### src/rtl/rvfi_seq_pkg.sv
// Shared types for the RVFI retirement sequencer: FIFO entry payload,
// sequencer FSM states and field widths.
package rvfi_seq_pkg;

    localparam int unsigned ORDER_W  = 8;
    localparam int unsigned INSN_W   = 32;
    // PCs are stored at the widest supported XLEN; narrower cores zero-extend.
    localparam int unsigned XLEN_MAX = 64;

    typedef struct packed {
        logic [ORDER_W-1:0]  order;
        logic [INSN_W-1:0]   insn;
        logic [XLEN_MAX-1:0] pre_pc;
        logic [XLEN_MAX-1:0] post_pc;
        logic                trap;
    } entry_t;

    typedef enum logic [1:0] {
        EMPTY  = 2'd0,
        STREAM = 2'd1,
        HALT   = 2'd2
    } state_e;

endpackage

### src/rtl/rvfi_seq_fifo.sv
// Retirement FIFO: up to NRET writes per cycle into consecutive slots,
// one read per cycle from the head. Storage itself is not reset.
module rvfi_seq_fifo
    import rvfi_seq_pkg::*;
#(
    parameter int unsigned NRET  = 2,
    parameter int unsigned DEPTH = 4
) (
    input  logic                         clk,
    input  logic                         reset,
    input  logic                         flush_i,
    input  logic                         push_i,
    input  logic [$clog2(DEPTH+1)-1:0]   push_cnt_i,
    input  entry_t [NRET-1:0]            push_data_i,
    input  logic                         pop_i,
    output entry_t                       head_o,
    output logic [$clog2(DEPTH+1)-1:0]   count_o
);

    localparam int unsigned PW = $clog2(DEPTH);
    localparam int unsigned CW = $clog2(DEPTH+1);

    entry_t          mem_q [DEPTH];
    logic [PW-1:0]   wr_ptr_q, wr_ptr_d;
    logic [PW-1:0]   rd_ptr_q, rd_ptr_d;
    logic [CW-1:0]   count_q,  count_d;
    logic            do_push;
    logic            do_pop;

    assign do_push = push_i && !flush_i;
    assign do_pop  = pop_i  && !flush_i;

    always_ff @(posedge clk) begin
        for (int k = 0; k < NRET; k++) begin
            if (do_push && (CW'(k) < push_cnt_i)) begin
                mem_q[wr_ptr_q + PW'(k)] <= push_data_i[k];
            end
        end
    end

    // Pointers wrap naturally because DEPTH is a power of two.
    always_comb begin
        wr_ptr_d = wr_ptr_q;
        rd_ptr_d = rd_ptr_q;
        count_d  = count_q;
        if (flush_i) begin
            wr_ptr_d = '0;
            rd_ptr_d = '0;
            count_d  = '0;
        end else begin
            if (do_push) begin
                wr_ptr_d = wr_ptr_q + PW'(push_cnt_i);
            end
            if (do_pop) begin
                rd_ptr_d = rd_ptr_q + PW'(1);
            end
            count_d = count_q + (do_push ? push_cnt_i : CW'(0)) - CW'(do_pop);
        end
    end

    always_ff @(posedge clk or posedge reset) begin
        if (reset) begin
            wr_ptr_q <= '0;
            rd_ptr_q <= '0;
            count_q  <= '0;
        end else begin
            wr_ptr_q <= wr_ptr_d;
            rd_ptr_q <= rd_ptr_d;
            count_q  <= count_d;
        end
    end

    assign head_o  = mem_q[rd_ptr_q];
    assign count_o = count_q;

endmodule

### src/rtl/rvfi_retire_sequencer.sv
// Serializes NRET parallel RVFI retirement channels into one ordered stream,
// flagging dropped groups (overflow) and breaks in the retirement order.
module rvfi_retire_sequencer
    import rvfi_seq_pkg::*;
#(
    parameter int unsigned NRET  = 2,
    parameter int unsigned XLEN  = 32,
    parameter int unsigned DEPTH = 4
) (
    input  logic                    clk,
    input  logic                    reset,
    input  logic [NRET-1:0]         in_valid,
    input  logic [NRET*8-1:0]       in_order,
    input  logic [NRET*32-1:0]      in_insn,
    input  logic [NRET*XLEN-1:0]    in_pre_pc,
    input  logic [NRET*XLEN-1:0]    in_post_pc,
    input  logic [NRET-1:0]         in_trap,
    output logic                    out_valid,
    input  logic                    out_ready,
    output logic [7:0]              out_order,
    output logic [31:0]             out_insn,
    output logic [XLEN-1:0]         out_pre_pc,
    output logic [XLEN-1:0]         out_post_pc,
    output logic                    out_trap,
    output logic                    overflow,
    output logic                    order_err,
    input  logic                    flush
);

    localparam int unsigned CW = $clog2(DEPTH+1);

    state_e               state_q, state_d;
    logic                 overflow_q, overflow_d;
    logic                 order_err_q, order_err_d;
    logic [ORDER_W-1:0]   exp_order_q, exp_order_d;
    logic                 seen_pop_q, seen_pop_d;

    entry_t [NRET-1:0]    push_data;
    logic [CW-1:0]        nvalid;
    logic [CW-1:0]        count;
    logic [CW-1:0]        count_after;
    logic                 push;
    logic                 pop;
    logic                 fits;
    entry_t               head;
    logic                 unused_pc_hi;

    // Compact valid channels into slots 0..nvalid-1, lowest channel first.
    always_comb begin
        int unsigned rank;
        entry_t      ent;
        push_data = '0;
        rank      = 0;
        for (int i = 0; i < NRET; i++) begin
            ent         = '0;
            ent.order   = in_order[i*ORDER_W +: ORDER_W];
            ent.insn    = in_insn[i*INSN_W +: INSN_W];
            ent.pre_pc  = XLEN_MAX'(in_pre_pc[i*XLEN +: XLEN]);
            ent.post_pc = XLEN_MAX'(in_post_pc[i*XLEN +: XLEN]);
            ent.trap    = in_trap[i];
            if (in_valid[i]) begin
                for (int k = 0; k < NRET; k++) begin
                    if (rank == k) begin
                        push_data[k] = ent;
                    end
                end
                rank = rank + 1;
            end
        end
        nvalid = CW'(rank);
    end

    assign out_valid = (count != '0);
    assign pop       = out_valid && out_ready;
    // Credit is based on pre-cycle occupancy only; a same-cycle pop does not help.
    assign fits      = nvalid <= (CW'(DEPTH) - count);

    always_comb begin
        state_d     = state_q;
        overflow_d  = overflow_q;
        order_err_d = order_err_q;
        exp_order_d = exp_order_q;
        seen_pop_d  = seen_pop_q;
        push        = 1'b0;
        count_after = count;
        if (flush) begin
            state_d     = EMPTY;
            overflow_d  = 1'b0;
            order_err_d = 1'b0;
            exp_order_d = '0;
            seen_pop_d  = 1'b0;
        end else begin
            if (pop) begin
                exp_order_d = ORDER_W'(out_order + 8'd1);
                seen_pop_d  = 1'b1;
                if (seen_pop_q && (out_order != exp_order_q)) begin
                    order_err_d = 1'b1;
                end
            end
            case (state_q)
                HALT: state_d = HALT;
                default: begin
                    if ((nvalid != '0) && !fits) begin
                        overflow_d = 1'b1;
                        state_d    = HALT;
                    end else begin
                        push        = (nvalid != '0);
                        count_after = count + (push ? nvalid : CW'(0)) - CW'(pop);
                        state_d     = (count_after != '0) ? STREAM : EMPTY;
                    end
                end
            endcase
        end
    end

    always_ff @(posedge clk or posedge reset) begin
        if (reset) begin
            state_q     <= EMPTY;
            overflow_q  <= 1'b0;
            order_err_q <= 1'b0;
            exp_order_q <= '0;
            seen_pop_q  <= 1'b0;
        end else begin
            state_q     <= state_d;
            overflow_q  <= overflow_d;
            order_err_q <= order_err_d;
            exp_order_q <= exp_order_d;
            seen_pop_q  <= seen_pop_d;
        end
    end

    rvfi_seq_fifo #(
        .NRET  (NRET),
        .DEPTH (DEPTH)
    ) u_fifo (
        .clk         (clk),
        .reset       (reset),
        .flush_i     (flush),
        .push_i      (push),
        .push_cnt_i  (nvalid),
        .push_data_i (push_data),
        .pop_i       (pop),
        .head_o      (head),
        .count_o     (count)
    );

    assign out_order    = head.order;
    assign out_insn     = head.insn;
    assign out_pre_pc   = XLEN'(head.pre_pc);
    assign out_post_pc  = XLEN'(head.post_pc);
    assign out_trap     = head.trap;
    assign unused_pc_hi = ^{head.pre_pc, head.post_pc};
    assign overflow     = overflow_q;
    assign order_err    = order_err_q;

endmodule

### config.mk
export PLATFORM = sky130hd
export DESIGN_NAME = rvfi_retire_sequencer
export DESIGN_NICKNAME = d
export VERILOG_FILES = /design/src/rtl/rvfi_seq_pkg.sv /design/src/rtl/rvfi_seq_fifo.sv /design/src/rtl/rvfi_retire_sequencer.sv
export SDC_FILE = /design/constraint.sdc
export NUM_CORES = 1
export LEC_CHECK = 0
export ABC_AREA = 1
export CAP_MARGIN = 5
export CELL_PAD_IN_SITES_DETAIL_PLACEMENT = 2
export CELL_PAD_IN_SITES_GLOBAL_PLACEMENT = 2
export CORE_MARGIN = 2
export CORE_UTILIZATION = 31
export CTS_CLUSTER_SIZE = 8
export DETAILED_ROUTE_END_ITERATION = 6
export HOLD_SLACK_MARGIN = 0.05
export PLACE_DENSITY = 0.88
export RECOVER_POWER = 25
export SLEW_MARGIN = 5
export SYNTH_ARGS = -nofsm -noshare
export SYNTH_HDL_FRONTEND = slang
export SYNTH_SLANG_ARGS = --single-unit
### constraint.sdc
create_clock -name clk -period 6.7 [get_ports clk]
set_input_delay 1.34 -clock clk [delete_from_list [all_inputs] [get_ports clk]]
set_output_delay 1.34 -clock clk [all_outputs]
set_load 0.05 [all_outputs]
==> results of run 1 <==
sequential cells by signal (all words and copies together), names as in the netlist:
| register | cells |
|---|---|
| u_fifo.count_o | 3 |
| exp_order_q | 8 |
| overflow | 1 |
| seen_pop_q | 1 |
| u_fifo.wr_ptr_q | 2 |
| u_fifo.mem_q | 420 |
| order_err | 1 |
| u_fifo.rd_ptr_q | 2 |
| state_q | 2 |
where the power goes:
group | switching, W | leakage, nW | internal [W]
Clock | 0.00120 | 0.805 | 0.00166
Combinational | 0.00348 | 5.48 | 0.00131
Sequential | 0.000215 | 4.15 | 0.00366
cells in the final DEF (no fill, tap or decap), types with 2 or more instances in the layout:
cell | netlist | final
buf_4 | 5 | 17
o22ai_1 | 105 | 102
inv_6 | 0 | 3
clkbuf_16 | 0 | 61
inv_1 | 254 | 255
inv_2 | 4 | 2
nor2_1 | 320 | 322
fa_1 | 2 | 2
nand2_4 | 0 | 2
dlygate4sd3_1 | 0 | 5
clkbuf_1 | 78 | 38
o21ai_0 | 441 | 525
clkdlybuf4s50_1 | 0 | 317
o21ai_1 | 285 | 201
buf_12 | 44 | 13
nand2_1 | 623 | 622
a21oi_1 | 6 | 6
ha_1 | 15 | 15
dfrtp_1 | 20 | 18
nor2_8 | 4 | 4
nand3_1 | 30 | 30
edfxtp_1 | 420 | 420
nor3_1 | 2 | 3
o22ai_4 | 0 | 3
xnor2_1 | 2 | 2
dfrtp_4 | 0 | 2
xor2_1 | 3 | 3
logic make-up (layout without fill, tap and decap cells):
kind of cell	Yosys count	after routing	share of synthesized area [%]
simple gates	986	986	15.9
compound gates	838	838	17.9
buf+inv	455	714	10.8
flops	440	440	54.3
fa+ha+maj	17	17	0.942
xor+xnor	5	5	0.181
other cells	0	1	0
through the flow:
stage,utilization (%),hold WS (ns),power (W)
after global routing,37.8,0.549,0.0120
after global placement,35.6,0.474,0.00860
final,37.8,0.492,0.0115
after floorplan,-,0.471,0.00695
after detailed placement,35.6,0.489,0.00875
after CTS,37.8,0.500,0.0116
path summary, 6_finish.rpt:
kind	from	to	slack (ns)	cells after the start
worst max-delay path	in_valid[0]	u_fifo.mem_q[3][79]	1.00	7
worst min-delay path	order_err	order_err	0.49	2
worst min register to register	order_err	order_err	0.49	2
min in group asynchronous	reset	exp_order_q[1]	1.40	2
worst max register to register	u_fifo.count_o[0]	u_fifo.mem_q[3][83]	2.29	12
max in group asynchronous	reset	u_fifo.rd_ptr_q[0]	4.58	2
critical path: cells and delay by family:
kind	cells	cell delay, ns
buf+inv	3	2.79
compound gates	1	0.15
simple gates	3	1.73
per-layer routing:
layer	GRT usage (%)	vias to the layer above	wire length (µm)
met4	8.88	2	3460
met1	26.1	10800	37400
li1	-	9709	-
met2	40.4	488	46400
met5	0	-	13
met3	2.70	180	3120
final cells by class:
| type | count | area, µm² |
|---|---|---|
| repair buffers | 355 | 3630 |
| fillers | 8609 | 48100 |
| clock buffers | 97 | 1660 |
| inverters | 259 | 978 |
| diodes | 1 | 2.50 |
| clock inverters | 3 | 21.3 |
| well taps | 1040 | 1300 |
| flip-flops and latches | 440 | 13100 |
| multi-input cells | 1846 | 8490 |
==> impl_metrics.toml, run 1 <==
[flow_run]
maxCapViolations = 3

[clock_tree]
cts_buffers = 61
numClockSinks = 440
cts_resized = 0
cts_setup_buffers = 0
htreeDepth = 2
hold_buffers = 0
clockBufferDepth = 3
cts_root_buffer = "clkbuf_16"
clk_pin_slew_worst_paths_ns = 0.05
tritoncts = "built"
clk_latency_ns = 0.62

[cells_and_area]
finalNonFillerCells = 4041
final_area_mm2 = 0.0292
fin_nets = 3196
area_delta_synth_final_pct = 20.8
drive_above_1_share_pct = 3.70

[logic_synthesis]
yosys.cell_types.count = 35
yosysSeqAreaShare_pct = 54.3
synth-edff-count = 420
netlist_instances = 2741
yosys-top-cells-area = "edfxtp_1 52%, nand2_1 9.7%, o21ai_0 9.1%"
synth-seq-cells = 440
netlist_area_mm2 = 0.0242
synth_commonest_cells = "623 x nand2_1, 441 x o21ai_0, 420 x edfxtp_1, 320 x nor2_1, 285 x o21ai_1"
synth-main-ff-cell = "edfxtp_1"
yosysWarnings = 0
syn_nets = 2974
syn-mean-instance-area_um2 = 8.82
synth_top_area_share_pct = 52.2
async_reset_ff_share_pct = 4.55
synth.most_common_cell = "nand2_1"
synth_top_area_cell = "edfxtp_1"

[detailed_routing]
wire_per_inst_um = 22.4
drt_iter0_drc = 1098
firstDrtPassIters = 5
vias = 21200
routed_via_density = 5.24
drt-total-wl_um = 90400
ant_nets = 0
drc = 0

[place]
hpwl_um = 55900
io_buffers = 323
placed_cells_incl_taps = 3940
place_area_mm2 = 0.0276
pre_cts_slack_ns = 1.56
place_congestion = 0.756

[timing]
final_max_slew_viol_count = 161
finalSetupTns_ns = 0
fmax_ghz = 0.176
min_period_over_period_pct = 85.0
slew_headroom_pct = -61.6
final_hold_viol_count = 0
setup_viol = 0
skew_ns = 0.0174
rsz0062_at_grt = "no"
worst_slack_ns = 1.00
worst_pin_slew_ns = 2.42
min_period_ns = 5.70

[setup_path]
critPathMaxFanout = 69
crit_arrival_ns = 6.13
critPathKind = "input port to register"
crit_chain = "buf_4 > clkbuf_1 > nand2_4 > buf_4 > nor2_1 > nand2_1 > o21ai_0"
endpoint_kind = "register"
slowest_delay_ns = 1.75
path_common_cell = "buf_4"
cpMaxStageDelayCell = "clkbuf_1"
startpoint_type = "input port"
required_ns = 7.13

[power_and_ir_drop]
p_per_area_mw_per_mm2 = 395
ir_drop_uv = 300
p_leak_nw = 10.4

[hold_path]
hold_class = "register to register"

[global_route]
antenna_found_initial = 4
grt_usage_pct = 22.1
grt_pass1_vias = 23800
overflow = 0
grt_pass1_wl_um = 139000
grt_max_degree = 146

[floorplanning]
dieArea_mm2 = 0.0802
fp.dieH_um = 283
ios = 324
dieWidth_um = 283
start_util_pct = 31.2
core_area_mm2 = 0.0773
fp-row-count = 102

[outcome]
violations = "max-capacitance violations, max-slew violations"
outcome = "complete, but fails checks"
No activity file was read; power rests on OpenSTA's default activity.
==> run 2: changes to the inputs <==
--- a/config.mk
+++ b/config.mk
@@ -6,7 +6,7 @@
 export NUM_CORES = 1
 export LEC_CHECK = 0
 export ABC_AREA = 1
-export CAP_MARGIN = 5
+export CAP_MARGIN = 0
 export CELL_PAD_IN_SITES_DETAIL_PLACEMENT = 2
 export CELL_PAD_IN_SITES_GLOBAL_PLACEMENT = 2
 export CORE_MARGIN = 2
==> results of run 2 <==
The final DEF is identical to that of run 1; final timing and power are the same.
